`src/rtl/hyperbus_delay_pkg.sv`:
```
// Shared types and widths for the HyperBus delay-line controller.
// Holds the FSM state encoding and the helper that picks the centre tap of a window.
package hyperbus_delay_pkg;

    localparam int NumTaps = 16;
    localparam int DelayW  = $clog2(NumTaps);
    localparam int WinW    = $clog2(NumTaps + 1);

    typedef enum logic [2:0] {
        ST_IDLE,
        ST_APPLY,
        ST_SETTLE,
        ST_PROBE,
        ST_FINAL_APPLY,
        ST_FINAL_SETTLE
    } state_t;

    // Centre of a window, rounding toward the start tap for even lengths.
    function automatic logic [DelayW-1:0] centre_tap(
        input logic [DelayW-1:0] start,
        input logic [WinW-1:0]   len
    );
        return DelayW'({1'b0, start} + ((len - WinW'(1)) >> 1));
    endfunction

endpackage

```
`src/rtl/hyperbus_delay_window.sv`:
```
// Tracks runs of passing probes across a tap sweep and keeps the longest one.
// Tap position is counted internally: one step per valid sample, restarted by clear.
module hyperbus_delay_window
    import hyperbus_delay_pkg::*;
(
    input  logic              clk_i,
    input  logic              rst_i,
    input  logic              clear,
    input  logic              valid,
    input  logic              pass,
    input  logic              last,
    output logic [DelayW-1:0] best_start,
    output logic [WinW-1:0]   best_len
);

    logic [DelayW-1:0] idx_reg;
    logic [DelayW-1:0] cur_start_reg;
    logic [WinW-1:0]   cur_len_reg;
    logic [DelayW-1:0] best_start_reg;
    logic [WinW-1:0]   best_len_reg;

    logic [DelayW-1:0] run_start;
    logic [WinW-1:0]   ext_len;
    logic              close_run;
    logic [DelayW-1:0] close_start;
    logic [WinW-1:0]   close_len;

    always_comb begin
        run_start   = (cur_len_reg == '0) ? idx_reg : cur_start_reg;
        ext_len     = cur_len_reg + WinW'(1);
        // A fail ends the run before this tap; the final tap ends the run including it.
        close_run   = valid && (!pass || last);
        close_start = pass ? run_start : cur_start_reg;
        close_len   = pass ? ext_len : cur_len_reg;
    end

    always_ff @(posedge clk_i or posedge rst_i) begin
        if (rst_i) begin
            idx_reg        <= '0;
            cur_start_reg  <= '0;
            cur_len_reg    <= '0;
            best_start_reg <= '0;
            best_len_reg   <= '0;
        end else if (clear) begin
            idx_reg        <= '0;
            cur_start_reg  <= '0;
            cur_len_reg    <= '0;
            best_start_reg <= '0;
            best_len_reg   <= '0;
        end else if (valid) begin
            idx_reg <= idx_reg + DelayW'(1);
            if (pass) begin
                cur_start_reg <= run_start;
                cur_len_reg   <= ext_len;
            end else begin
                cur_len_reg   <= '0;
            end
            // Strictly longer only, so the earliest window wins a tie.
            if (close_run && (close_len > best_len_reg)) begin
                best_start_reg <= close_start;
                best_len_reg   <= close_len;
            end
        end
    end

    assign best_start = best_start_reg;
    assign best_len   = best_len_reg;

endmodule

```
`src/rtl/hyperbus_delay_ctrl.sv`:
```
// Tap controller for the HyperBus RWDS/clock delay line: direct writes plus a
// 16-tap calibration sweep that settles on the centre of the longest passing window.
module hyperbus_delay_ctrl
    import hyperbus_delay_pkg::*;
#(
    parameter int                SettleCycles = 4,
    parameter logic [DelayW-1:0] DefaultDelay = 4'd8
) (
    input  logic              clk_i,
    input  logic              rst_i,
    input  logic              cfg_valid_i,
    output logic              cfg_ready_o,
    input  logic              cfg_cal_i,
    input  logic [DelayW-1:0] cfg_delay_i,
    input  logic              phy_idle_i,
    output logic [DelayW-1:0] delay_o,
    output logic              probe_req_o,
    input  logic              probe_ack_i,
    input  logic              probe_pass_i,
    output logic              busy_o,
    output logic              cal_done_o,
    output logic              cal_fail_o,
    output logic [WinW-1:0]   cal_window_o
);

    localparam int CntW = (SettleCycles > 1) ? $clog2(SettleCycles) : 1;
    localparam logic [CntW-1:0]   SettleLoad = CntW'(SettleCycles - 1);
    localparam logic [DelayW-1:0] LastTap    = DelayW'(NumTaps - 1);

    state_t            state_reg, state_next;
    logic [DelayW-1:0] delay_reg;
    logic [DelayW-1:0] wr_delay_reg;
    logic [DelayW-1:0] saved_delay_reg;
    logic [DelayW-1:0] tap_reg;
    logic [CntW-1:0]   settle_cnt_reg;
    logic              cal_mode_reg;
    logic              cal_fail_reg;
    logic [WinW-1:0]   cal_window_reg;

    logic              accept;
    logic              track_clear;
    logic              track_valid;
    logic              settle_done;
    logic [DelayW-1:0] best_start;
    logic [WinW-1:0]   best_len;
    logic [DelayW-1:0] final_target;

    hyperbus_delay_window u_window (
        .clk_i      (clk_i),
        .rst_i      (rst_i),
        .clear      (track_clear),
        .valid      (track_valid),
        .pass       (probe_pass_i),
        .last       (tap_reg == LastTap),
        .best_start (best_start),
        .best_len   (best_len)
    );

    always_comb begin
        state_next   = state_reg;
        accept       = 1'b0;
        track_clear  = 1'b0;
        track_valid  = 1'b0;
        settle_done  = (settle_cnt_reg == '0);
        cfg_ready_o  = (state_reg == ST_IDLE);
        busy_o       = (state_reg != ST_IDLE);
        probe_req_o  = (state_reg == ST_PROBE);
        cal_done_o   = (state_reg == ST_FINAL_SETTLE) && settle_done;
        final_target = (best_len != '0) ? centre_tap(best_start, best_len) : saved_delay_reg;

        case (state_reg)
            ST_IDLE: begin
                if (cfg_valid_i) begin
                    accept      = 1'b1;
                    track_clear = cfg_cal_i;
                    state_next  = ST_APPLY;
                end
            end
            ST_APPLY: begin
                if (phy_idle_i) state_next = ST_SETTLE;
            end
            ST_SETTLE: begin
                if (settle_done) state_next = cal_mode_reg ? ST_PROBE : ST_IDLE;
            end
            ST_PROBE: begin
                if (probe_ack_i) begin
                    track_valid = 1'b1;
                    state_next  = (tap_reg == LastTap) ? ST_FINAL_APPLY : ST_APPLY;
                end
            end
            ST_FINAL_APPLY: begin
                if (phy_idle_i) state_next = ST_FINAL_SETTLE;
            end
            ST_FINAL_SETTLE: begin
                if (settle_done) state_next = ST_IDLE;
            end
            default: state_next = ST_IDLE;
        endcase
    end

    always_ff @(posedge clk_i or posedge rst_i) begin
        if (rst_i) state_reg <= ST_IDLE;
        else       state_reg <= state_next;
    end

    always_ff @(posedge clk_i or posedge rst_i) begin
        if (rst_i) begin
            delay_reg       <= DefaultDelay;
            wr_delay_reg    <= '0;
            saved_delay_reg <= '0;
            tap_reg         <= '0;
            settle_cnt_reg  <= '0;
            cal_mode_reg    <= 1'b0;
            cal_fail_reg    <= 1'b0;
            cal_window_reg  <= '0;
        end else begin
            case (state_reg)
                ST_IDLE: begin
                    if (accept) begin
                        cal_mode_reg <= cfg_cal_i;
                        wr_delay_reg <= cfg_delay_i;
                        if (cfg_cal_i) begin
                            tap_reg         <= '0;
                            saved_delay_reg <= delay_reg;
                            cal_fail_reg    <= 1'b0;
                        end
                    end
                end
                ST_APPLY: begin
                    if (phy_idle_i) begin
                        delay_reg      <= cal_mode_reg ? tap_reg : wr_delay_reg;
                        settle_cnt_reg <= SettleLoad;
                    end
                end
                ST_PROBE: begin
                    if (probe_ack_i && (tap_reg != LastTap)) tap_reg <= tap_reg + DelayW'(1);
                end
                ST_FINAL_APPLY: begin
                    // Results are published together with the final tap so they are
                    // stable for the whole settle interval, including the done pulse.
                    if (phy_idle_i) begin
                        delay_reg      <= final_target;
                        settle_cnt_reg <= SettleLoad;
                        cal_window_reg <= best_len;
                        cal_fail_reg   <= (best_len == '0);
                    end
                end
                ST_SETTLE, ST_FINAL_SETTLE: begin
                    if (!settle_done) settle_cnt_reg <= settle_cnt_reg - CntW'(1);
                end
                default: ;
            endcase
        end
    end

    assign delay_o      = delay_reg;
    assign cal_fail_o   = cal_fail_reg;
    assign cal_window_o = cal_window_reg;

endmodule

```
`config.mk`:
```
export PLATFORM = sky130hd
export DESIGN_NAME = hyperbus_delay_ctrl
export DESIGN_NICKNAME = d
export VERILOG_FILES = /design/src/rtl/hyperbus_delay_pkg.sv /design/src/rtl/hyperbus_delay_window.sv /design/src/rtl/hyperbus_delay_ctrl.sv
export SDC_FILE = /design/constraint.sdc
export NUM_CORES = 1
export LEC_CHECK = 0
export BUFFER_PORTS_ARGS = -buffer_cell sky130_fd_sc_hd__clkbuf_2
export CORE_MARGIN = 2
export CORE_UTILIZATION = 60
export DETAILED_ROUTE_END_ITERATION = 7
export PLACE_DENSITY = 0.87
export SLEW_MARGIN = 25
export SYNTH_ARGS = -nofsm -noshare
export SYNTH_HDL_FRONTEND = slang
export SYNTH_SLANG_ARGS = --single-unit
```
`constraint.sdc`:
```
create_clock -name clk_i -period 2.93 [get_ports clk_i]
set_input_delay 0.586 -clock clk_i [delete_from_list [all_inputs] [get_ports clk_i]]
set_output_delay 0.586 -clock clk_i [all_outputs]
set_load 0.01 [all_outputs]
```
==> results.ini, run 1 <==
[floorplanning]
die-width_um = 74.4
start_util = 0.626
die-area_mm2 = 0.00554
rows = 25
pin_count = 25
die_h_um = 74.4
core_area_mm2 = 0.00475

[synth]
ys_types = 60
synth_nets = 326
syn_area_per_cell_um2 = 9.95
seq_area_frac_synth = 0.421
synth_warnings = 0
synth-edff-count = 0
ys.flop_type = dfrtp_1
ys_async_sr_fraction = 1.00
netlist_area_mm2 = 0.00297
ys_seq_elements = 50
netlist_instances = 299

[place]
place.gp.congestion = 0.855
portBuffers = 24
hpwl_um = 4160

[sta]
skew_ps = 10.9
tightest_slew_ps = 842
period_share = 0.933
fmax_mhz = 366
setup_viol = 0
finalHoldViolCount = 0
setup_tns_ps = 0
slew_violations = 0
relSlewSlack = 0.438
hold_slack_ps = 390
rsz0062_at_grt = no
min_period_ps = 2730

[detailed_routing]
vias = 2239
first_pass_iters = 4
wl_um = 5810
highest_layer = met4
drt_iter0_drc = 109
wl_met1_um = 2730
wl_per_cell_um = 15.2
dr_wl_met2_um = 2700
wl_met3_um = 274
drc = 0
antenna_left = 0
drt-vias-per-instance = 5.88

[grt]
grt_pass1_vias = 2115
overflow = 0
antenna_found_initial = 0
grt_pass1_wl_um = 9780
grt_max_degree = 51
grt_use_total = 0.230

[power_and_ir_drop]
power_density_mw_per_mm2 = 860
p_leak_nw = 1.47
peakVddDrop_mv = 0.522

[clock_tree]
cts_sinks = 50
cts_hold_buf = 0
clk_pin_slew_ps = 90
cts_tree = done
postCtsSetupRepairBufs = 0
clock_latency_ps = 310
clockBufferDepth = 2
root_buffer = clkbuf_8
htree_levels = 2
post_cts_resize_count = 0
cts_buffers = 5

[finish]
drive_gt1_frac = 0.191
final_nets = 340
seq_area_mm2 = 0.00125
fill_cells = 380
multiInputGateArea_mm2 = 0.00156
syn2layout_area_growth_pct = 7.83
num_antenna_cells = 0

[critical_path]
crit_type = reg2reg
arrival_ps = 2930
crit_path_end_kind = flip-flop
required_ps = 3130
worst-path-max-fanout = 9
start_kind = flip-flop

[job]
cap_violations = 0

[run_status]
status = finished clean

[min_path]
min_path_type = in2async

## per-layer routing
metal  up-vias  GRT usage
li1       1093          -
met1      1075      0.314
met2        62      0.371
met3         9     0.0379
met4         0     0.0873
met5         -          0
## synthesized netlist by cell type, types with 3 or more instances
master,number,share of area
a21oi_1,15,0.025
buf_2,7,0.012
nand4_1,3,0.0063
xor2_1,4,0.012
nor2_1,13,0.016
nand2_1,29,0.037
dfrtp_1,49,0.41
clkbuf_1,6,0.0076
nand3b_1,3,0.0076
mux2_2,14,0.053
mux2_1,3,0.011
mux2i_1,14,0.047
buf_4,4,0.010
xnor2_1,5,0.015
and3_1,5,0.011
nand3_1,13,0.022
a211oi_1,5,0.013
ha_1,15,0.063
o21ai_0,15,0.025
nor3_1,4,0.0067
inv_1,16,0.020
o31ai_1,7,0.018
## worst max-delay path, cell delays in order (launching register included)
cell	delay [ps]
dfrtp_1	430
ha_1	280
nand4_1	140
xnor2_1	220
ha_1	300
and3_1	220
a221o_1	440
and2_1	320
o31ai_1	280
## path summary, 6_finish.rpt
check	from	to	slack, ps	depth (start not counted)
max	u_window.cur_len_reg[1]$_DFFE_PP0P_	u_window.best_len[4]$_DFFE_PP0P_	200	8
min	rst_i	tap_reg[3]$_DFFE_PP0P_	390	2
max reg2reg	u_window.cur_len_reg[1]$_DFFE_PP0P_	u_window.best_len[4]$_DFFE_PP0P_	200	8
min reg2reg	settle_cnt_reg[0]$_DFFE_PP0P_	settle_cnt_reg[0]$_DFFE_PP0P_	480	1
max in group asynchronous	rst_i	cal_window_o[3]$_DFFE_PP0P_	2020	2
min in group clk_i	cfg_delay_i[2]	wr_delay_reg[2]$_DFFE_PP0P_	480	2
## logic make-up after synthesis
family	after synthesis	share of synthesized area
DFF	50	0.421
muxes	31	0.111
buffers and inverters	36	0.0564
and+or+nand+nor	94	0.174
AOI/OAI and AO/OA	63	0.141
xor gates and xnor gates	9	0.0265
adders and majority gates	16	0.0698
## where the power goes
group	internal, W	switching (W)	total, W
clock network	0.000239	0.000229	0.000467
registers	0.000893	0.000223	0.00112
logic	0.000533	0.000643	0.00118
total	0.00166	0.00109	0.00276
## layout make-up
| class | instances | share of cell area |
|---|---|---|
| clock buffer | 8 | 0.0343 |
| sequential | 50 | 0.391 |
| inverter | 17 | 0.0203 |
| multi-input combinational | 213 | 0.487 |
| tap | 67 | 0.0261 |
| timing repair buffer | 26 | 0.0421 |
## cell usage in the layout (no fill, tap or decap), drive strengths merged, types with 3 or more instances in the layout
cell / count
a211oi: 5
a21oi: 15
and2: 3
and3: 6
clkbuf: 32
dfrtp: 49
ha: 15
inv: 16
mux2: 17
mux2i: 14
nand2: 30
nand3: 13
nand3b: 3
nand4: 3
nor2: 15
nor3: 4
nor3b: 3
o21ai: 17
o31ai: 7
xnor2: 5
xor2: 4
## stage by stage
step / power (W) / instances / setup WS (ps) / utilization / instance area [um2]
floorplan: 0.00202 / 299 / 318 / - / 2970
global placement: 0.00225 / 373 / 289 / 0.651 / 3100
global route: 0.00296 / 381 / 27.4 / 0.674 / 3210
finish: 0.00276 / 381 / 196 / 0.674 / 3210
CTS: 0.00276 / 381 / 231 / 0.674 / 3210
detailed placement: 0.00230 / 373 / 182 / 0.651 / 3100
Power figures use the tool's default switching activity.
==> run 2: changes to the inputs <==
==> constraint.sdc (replaced) <==
create_clock -name clk_i -period 2.9 [get_ports clk_i]
set_input_delay 0.58 -clock clk_i [delete_from_list [all_inputs] [get_ports clk_i]]
set_output_delay 0.58 -clock clk_i [all_outputs]
set_load 0.01 [all_outputs]
==> results.ini, run 2 (same netlist as run 1, synthesis figures left out) <==
[run_status]
status = finished clean  ; unchanged

[floorplanning]
die-width_um = 74.4  ; unchanged
pin_count = 25  ; unchanged
rows = 25  ; unchanged
start_util = 0.626  ; unchanged
die-area_mm2 = 0.00554  ; unchanged
die_h_um = 74.4  ; unchanged
core_area_mm2 = 0.00475  ; unchanged

[grt]
grt_max_degree = 51  ; unchanged
antenna_found_initial = 0  ; unchanged
grtUsageMet1 = 0.313  ; was 0.314
overflow = 0  ; unchanged
grt_pass1_vias = 2121  ; was 2115
grt_busiest_layer = met2  ; unchanged
grt_use_total = 0.231  ; was 0.230
met2_usage = 0.368  ; was 0.371
grt_pass1_wl_um = 9760  ; was 9780 um
globalRouteMet3Util = 0.0542  ; was 0.0379

[clock_tree]
htree_levels = 2  ; unchanged
cts_tree = done  ; unchanged
cts_buffers = 5  ; unchanged
post_cts_resize_count = 0  ; unchanged
clockBufferDepth = 2  ; unchanged
clock_latency_ps = 320  ; was 310 ps
cts_hold_buf = 0  ; unchanged
clk_pin_slew_ps = 90  ; about the same
root_buffer = clkbuf_8  ; unchanged
postCtsSetupRepairBufs = 0  ; unchanged
cts_sinks = 50  ; unchanged

[detailed_routing]
wl_per_cell_um = 15.1  ; was 15.2 um
antenna_left = 0  ; unchanged
first_pass_iters = 4  ; unchanged
vias = 2226  ; was 2239
drt_iter0_drc = 151  ; was 109
wl_um = 5770  ; was 5810 um
drt-vias-per-instance = 5.83  ; was 5.88
drc = 0  ; unchanged

[sta]
fmax_mhz = 376  ; was 366 MHz
slew_violations = 0  ; unchanged
setup_viol = 0  ; unchanged
period_share = 0.917  ; was 0.933
tightest_slew_ps = 850  ; was 842 ps
finalHoldViolCount = 0  ; unchanged
skew_ps = 11.7  ; was 10.9 ps
min_period_ps = 2660  ; was 2730 ps
rsz0062_at_grt = no  ; unchanged
setup_tns_ps = 0  ; unchanged
relSlewSlack = 0.433  ; was 0.438

[place]
portBuffers = 24  ; unchanged
dp.cells = 374  ; was 373
hpwl_um = 4150  ; was 4160 um
place.gp.congestion = 0.842  ; was 0.855

[finish]
seq_area_mm2 = 0.00125  ; unchanged
final_common_cell = dfrtp_1  ; unchanged
most-common-layout-cells = dfrtp_1 (49), nand2_1 (29), clkbuf_2 (24)  ; unchanged
multiInputGateArea_mm2 = 0.00156  ; unchanged
drive_gt1_frac = 0.187  ; was 0.191
num_antenna_cells = 0  ; unchanged
fill_cells = 397  ; was 380
final_nets = 341  ; was 340
syn2layout_area_growth_pct = 7.95  ; was 7.83%
fin_cells = 382  ; was 381

[critical_path]
r2r_setup_slack_ps = 240  ; was 200 ps
worst-path-max-fanout = 9  ; unchanged
required_ps = 3150  ; was 3130 ps
reg2reg_from = u_window.cur_len_reg[1]$_DFFE_PP0P_  ; unchanged
worstReg2RegEnd = u_window.best_len[0]$_DFFE_PP0P_  ; was u_window.best_len[4]$_DFFE_PP0P_
r2r_cells = 9  ; was 8
start_kind = flip-flop  ; unchanged
arrival_ps = 2900  ; was 2930 ps
crit_path_end_kind = flip-flop  ; unchanged
crit_type = reg2reg  ; unchanged
critPathLaunch = u_window.cur_len_reg[1]$_DFFE_PP0P_  ; unchanged

[power_and_ir_drop]
peakVddDrop_mv = 0.615  ; was 0.522 mV
power_density_mw_per_mm2 = 877  ; was 860 mW/mm2
p_leak_nw = 1.47  ; about the same

[job]
cap_violations = 0  ; unchanged

[min_path]
min_path_type = in2async  ; unchanged

[run 2: metal layers]
metal | routed length, um | part of all wire
met1 | 2630 | 0.46
met2 | 2760 | 0.48
met3 | 300 | 0.052
met4 | 76 | 0.013
met5 | 0 | 0
[run 2: cell type report]
| cell class | count | area share |
|---|---|---|
| Clock buffer | 7 | 0.0238 |
| Clock inverter | 1 | 0.00935 |
| Inverter | 17 | 0.0203 |
| Multi-Input combinational cell | 213 | 0.486 |
| Sequential cell | 50 | 0.390 |
| Tap cell | 67 | 0.0261 |
| Timing Repair Buffer | 27 | 0.0444 |
[run 2: worst max path at each step]
stage | endpoint | slack, ps | cells past startpoint
after detailed placement | u_window.best_len[0]$_DFFE_PP0P_ | 160 | 9
after global routing | u_window.best_start[3]$_DFFE_PP0P_ | 60 | 9
after floorplan | u_window.best_start[0]$_DFFE_PP0P_ | 290 | 10
after CTS | u_window.best_start[3]$_DFFE_PP0P_ | 260 | 8
after global placement | u_window.best_len[0]$_DFFE_PP0P_ | 270 | 9
final | u_window.best_len[0]$_DFFE_PP0P_ | 240 | 9
[run 2: per-stage QoR]
stage / total power, W / hold slack (ps) / setup WS (ps) / area, um2 / util
4_1_cts: 0.00283 / 469 / 256 / 3210 / 0.675
6_report: 0.00281 / 381 / 242 / 3210 / 0.675
3_3_place_gp: 0.00228 / 459 / 267 / 3100 / 0.653
2_1_floorplan: 0.00204 / 445 / 294 / 2970 / -
3_5_place_dp: 0.00233 / 472 / 157 / 3100 / 0.653
5_1_grt: 0.00303 / 453 / 59.3 / 3210 / 0.675
[run 2: critical path, stage by stage, from the launching register on]
cell and delay, ps:
dfrtp_1 430, ha_1 280, nand4_1 130, xnor2_1 210
ha_1 270, and3_1 200, a32o_1 290, nor2_4 180
and2_1 370, mux2i_1 220
[run 2: report_power, final]
part | switching (W) | internal (W) | total [W]
Sequential | 0.000198 | 0.000903 | 0.00110
Clock | 0.000230 | 0.000258 | 0.000488
Combinational | 0.000680 | 0.000546 | 0.00123
Total | 0.00111 | 0.00171 | 0.00281
==> run 3: changes to the inputs <==
--- a/config.mk
+++ b/config.mk
@@ -7,9 +7,9 @@
 export LEC_CHECK = 0
 export BUFFER_PORTS_ARGS = -buffer_cell sky130_fd_sc_hd__clkbuf_2
 export CORE_MARGIN = 2
-export CORE_UTILIZATION = 60
+export CORE_UTILIZATION = 46
 export DETAILED_ROUTE_END_ITERATION = 7
-export PLACE_DENSITY = 0.87
+export PLACE_DENSITY = 0.71
 export SLEW_MARGIN = 25
 export SYNTH_ARGS = -nofsm -noshare
 export SYNTH_HDL_FRONTEND = slang
==> results.ini, run 3 (same netlist as run 1, synthesis figures left out) <==
[run_status]
status = finished clean  ; unchanged

[critical_path]
worst-path-max-fanout = 9  ; unchanged
required_ps = 3120  ; was 3150 ps
arrival_ps = 2900  ; about the same
crit_type = reg2reg  ; unchanged
crit_path_end_kind = flip-flop  ; unchanged
start_kind = flip-flop  ; unchanged

[power_and_ir_drop]
power_density_mw_per_mm2 = 867  ; was 877 mW/mm2
pwr-share-seq = 0.402  ; was 0.391
pwr-share-clk = 0.170  ; was 0.173
pwr-share-comb = 0.427  ; was 0.435
switching_share = 0.390  ; was 0.393
p_int_w = 0.00171  ; about the same
p_leak_nw = 1.47  ; about the same
p_switching_w = 0.00109  ; was 0.00111 W
peakVddDrop_mv = 0.474  ; was 0.615 mV

[place]
portBuffers = 24  ; unchanged
dpl_worst_slack_ps = 136  ; was 157 ps
hpwl_um = 4400  ; was 4150 um
dp.cells = 385  ; was 374
place.gp.congestion = 0.880  ; was 0.842

[detailed_routing]
first_pass_iters = 4  ; unchanged
wl_um = 5840  ; was 5770 um
drt_iter0_drc = 103  ; was 151
vias = 2228  ; was 2226
wl_per_cell_um = 14.8  ; was 15.1 um
antenna_left = 0  ; unchanged
drc = 0  ; unchanged
drt-vias-per-instance = 5.67  ; was 5.83

[clock_tree]
postCtsSetupRepairBufs = 0  ; unchanged
cts_buffers = 5  ; unchanged
cts_tree = done  ; unchanged
clockBufferDepth = 2  ; unchanged
post_cts_resize_count = 0  ; unchanged
clock_latency_ps = 300  ; was 320 ps
clk_pin_slew_ps = 90  ; about the same
cts_sinks = 50  ; unchanged
htree_levels = 2  ; unchanged
cts_hold_buf = 0  ; unchanged
root_buffer = clkbuf_8  ; unchanged

[finish]
final_common_cell = dfrtp_1  ; unchanged
final_nets = 342  ; was 341
syn2layout_area_growth_pct = 8.58  ; was 7.95%
multiInputGateArea_mm2 = 0.00156  ; unchanged
fin_cells = 393  ; was 382
most-common-layout-cells = dfrtp_1 (49), nand2_1 (29), clkbuf_2 (24)  ; unchanged
num_antenna_cells = 0  ; unchanged
fin_util = 0.511  ; was 0.675
fill_cells = 589  ; was 397
seq_area_mm2 = 0.00125  ; unchanged
drive_gt1_frac = 0.190  ; was 0.187

[sta]
setup_viol = 0  ; unchanged
skew_ps = 9.80  ; was 11.7 ps
finalHoldViolCount = 0  ; unchanged
min_period_ps = 2680  ; was 2660 ps
period_share = 0.925  ; was 0.917
setup_slack_ps = 217  ; was 242 ps
tightest_slew_ps = 642  ; was 850 ps
rsz0062_at_grt = no  ; unchanged
relSlewSlack = 0.568  ; was 0.433
setup_tns_ps = 0  ; unchanged
fmax_mhz = 373  ; was 376 MHz
slew_violations = 0  ; unchanged

[floorplanning]
rows = 29  ; was 25
die_h_um = 84.4  ; was 74.4 um
pin_count = 25  ; unchanged
die-area_mm2 = 0.00712  ; was 0.00554 mm2
die-width_um = 84.4  ; was 74.4 um
core_area_mm2 = 0.00631  ; was 0.00475 mm2
start_util = 0.471  ; was 0.626

[grt]
grt_use_total = 0.176  ; was 0.231
antenna_found_initial = 0  ; unchanged
grt_max_degree = 36  ; was 51
overflow = 0  ; unchanged
grt_pass1_vias = 2148  ; was 2121
grt_pass1_wl_um = 10200  ; was 9760 um

[min_path]
min_path_type = in2async  ; unchanged

[job]
cap_violations = 0  ; unchanged

==> run 3: worst paths after layout <==
kind	start	end	slack, ps	depth (start not counted)
worst max-delay path	u_window.cur_len_reg[1]$_DFFE_PP0P_	u_window.best_len[0]$_DFFE_PP0P_	220	9
worst min-delay path	rst_i	tap_reg[3]$_DFFE_PP0P_	200	2
worst max register to register	u_window.cur_len_reg[1]$_DFFE_PP0P_	u_window.best_len[0]$_DFFE_PP0P_	220	9
worst min register to register	settle_cnt_reg[0]$_DFFE_PP0P_	settle_cnt_reg[0]$_DFFE_PP0P_	480	1
max in group asynchronous	rst_i	delay_o[3]$_DFFE_PP1P_	1910	3
min in group clk_i	settle_cnt_reg[0]$_DFFE_PP0P_	settle_cnt_reg[0]$_DFFE_PP0P_	480	1
==> run 3: power groups by stage <==
stage	clock network [W]	logic, W	registers, W
final	0.000478	0.00120	0.00113
after global routing	0.000522	0.00135	0.00117
after CTS	0.000496	0.00121	0.00113
after detailed placement	0	0.00121	0.00114
after global placement	0	0.00118	0.00113
after floorplan	0	0.000985	0.00105
==> run 3: cell type report <==
type	count	area share
Multi-Input combinational cell	213	0.483
Inverter	17	0.0198
Clock buffer	7	0.0236
Clock inverter	1	0.00930
Timing Repair Buffer	28	0.0465
Sequential cell	50	0.388
Tap cell	77	0.0298
==> run 3: stage by stage <==
stage	cell area, um2	hold slack, ps	power (W)
floorplan	2970	445	0.00204
global placement	3120	465	0.00231
detailed placement	3120	468	0.00235
CTS	3230	207	0.00283
global route	3230	227	0.00304
finish	3230	202	0.00280
==> run 3: metal layers <==
metal,vias to the layer above,share of wire,global-route usage
li1,1109,-,-
met1,1079,0.49,0.243
met2,34,0.46,0.285
met3,6,0.033,0.0275
met4,0,0.014,0.0563
met5,-,0,0
==> run 3: worst max-delay path, stage by stage, from the launching register on <==
cell and delay, ps:
dfrtp_1 430, ha_1 280, nand4_1 130, xnor2_1 230, ha_1 280, and3_1 200, a32o_1 290, nor2_4 180
and2_1 360, mux2i_1 220
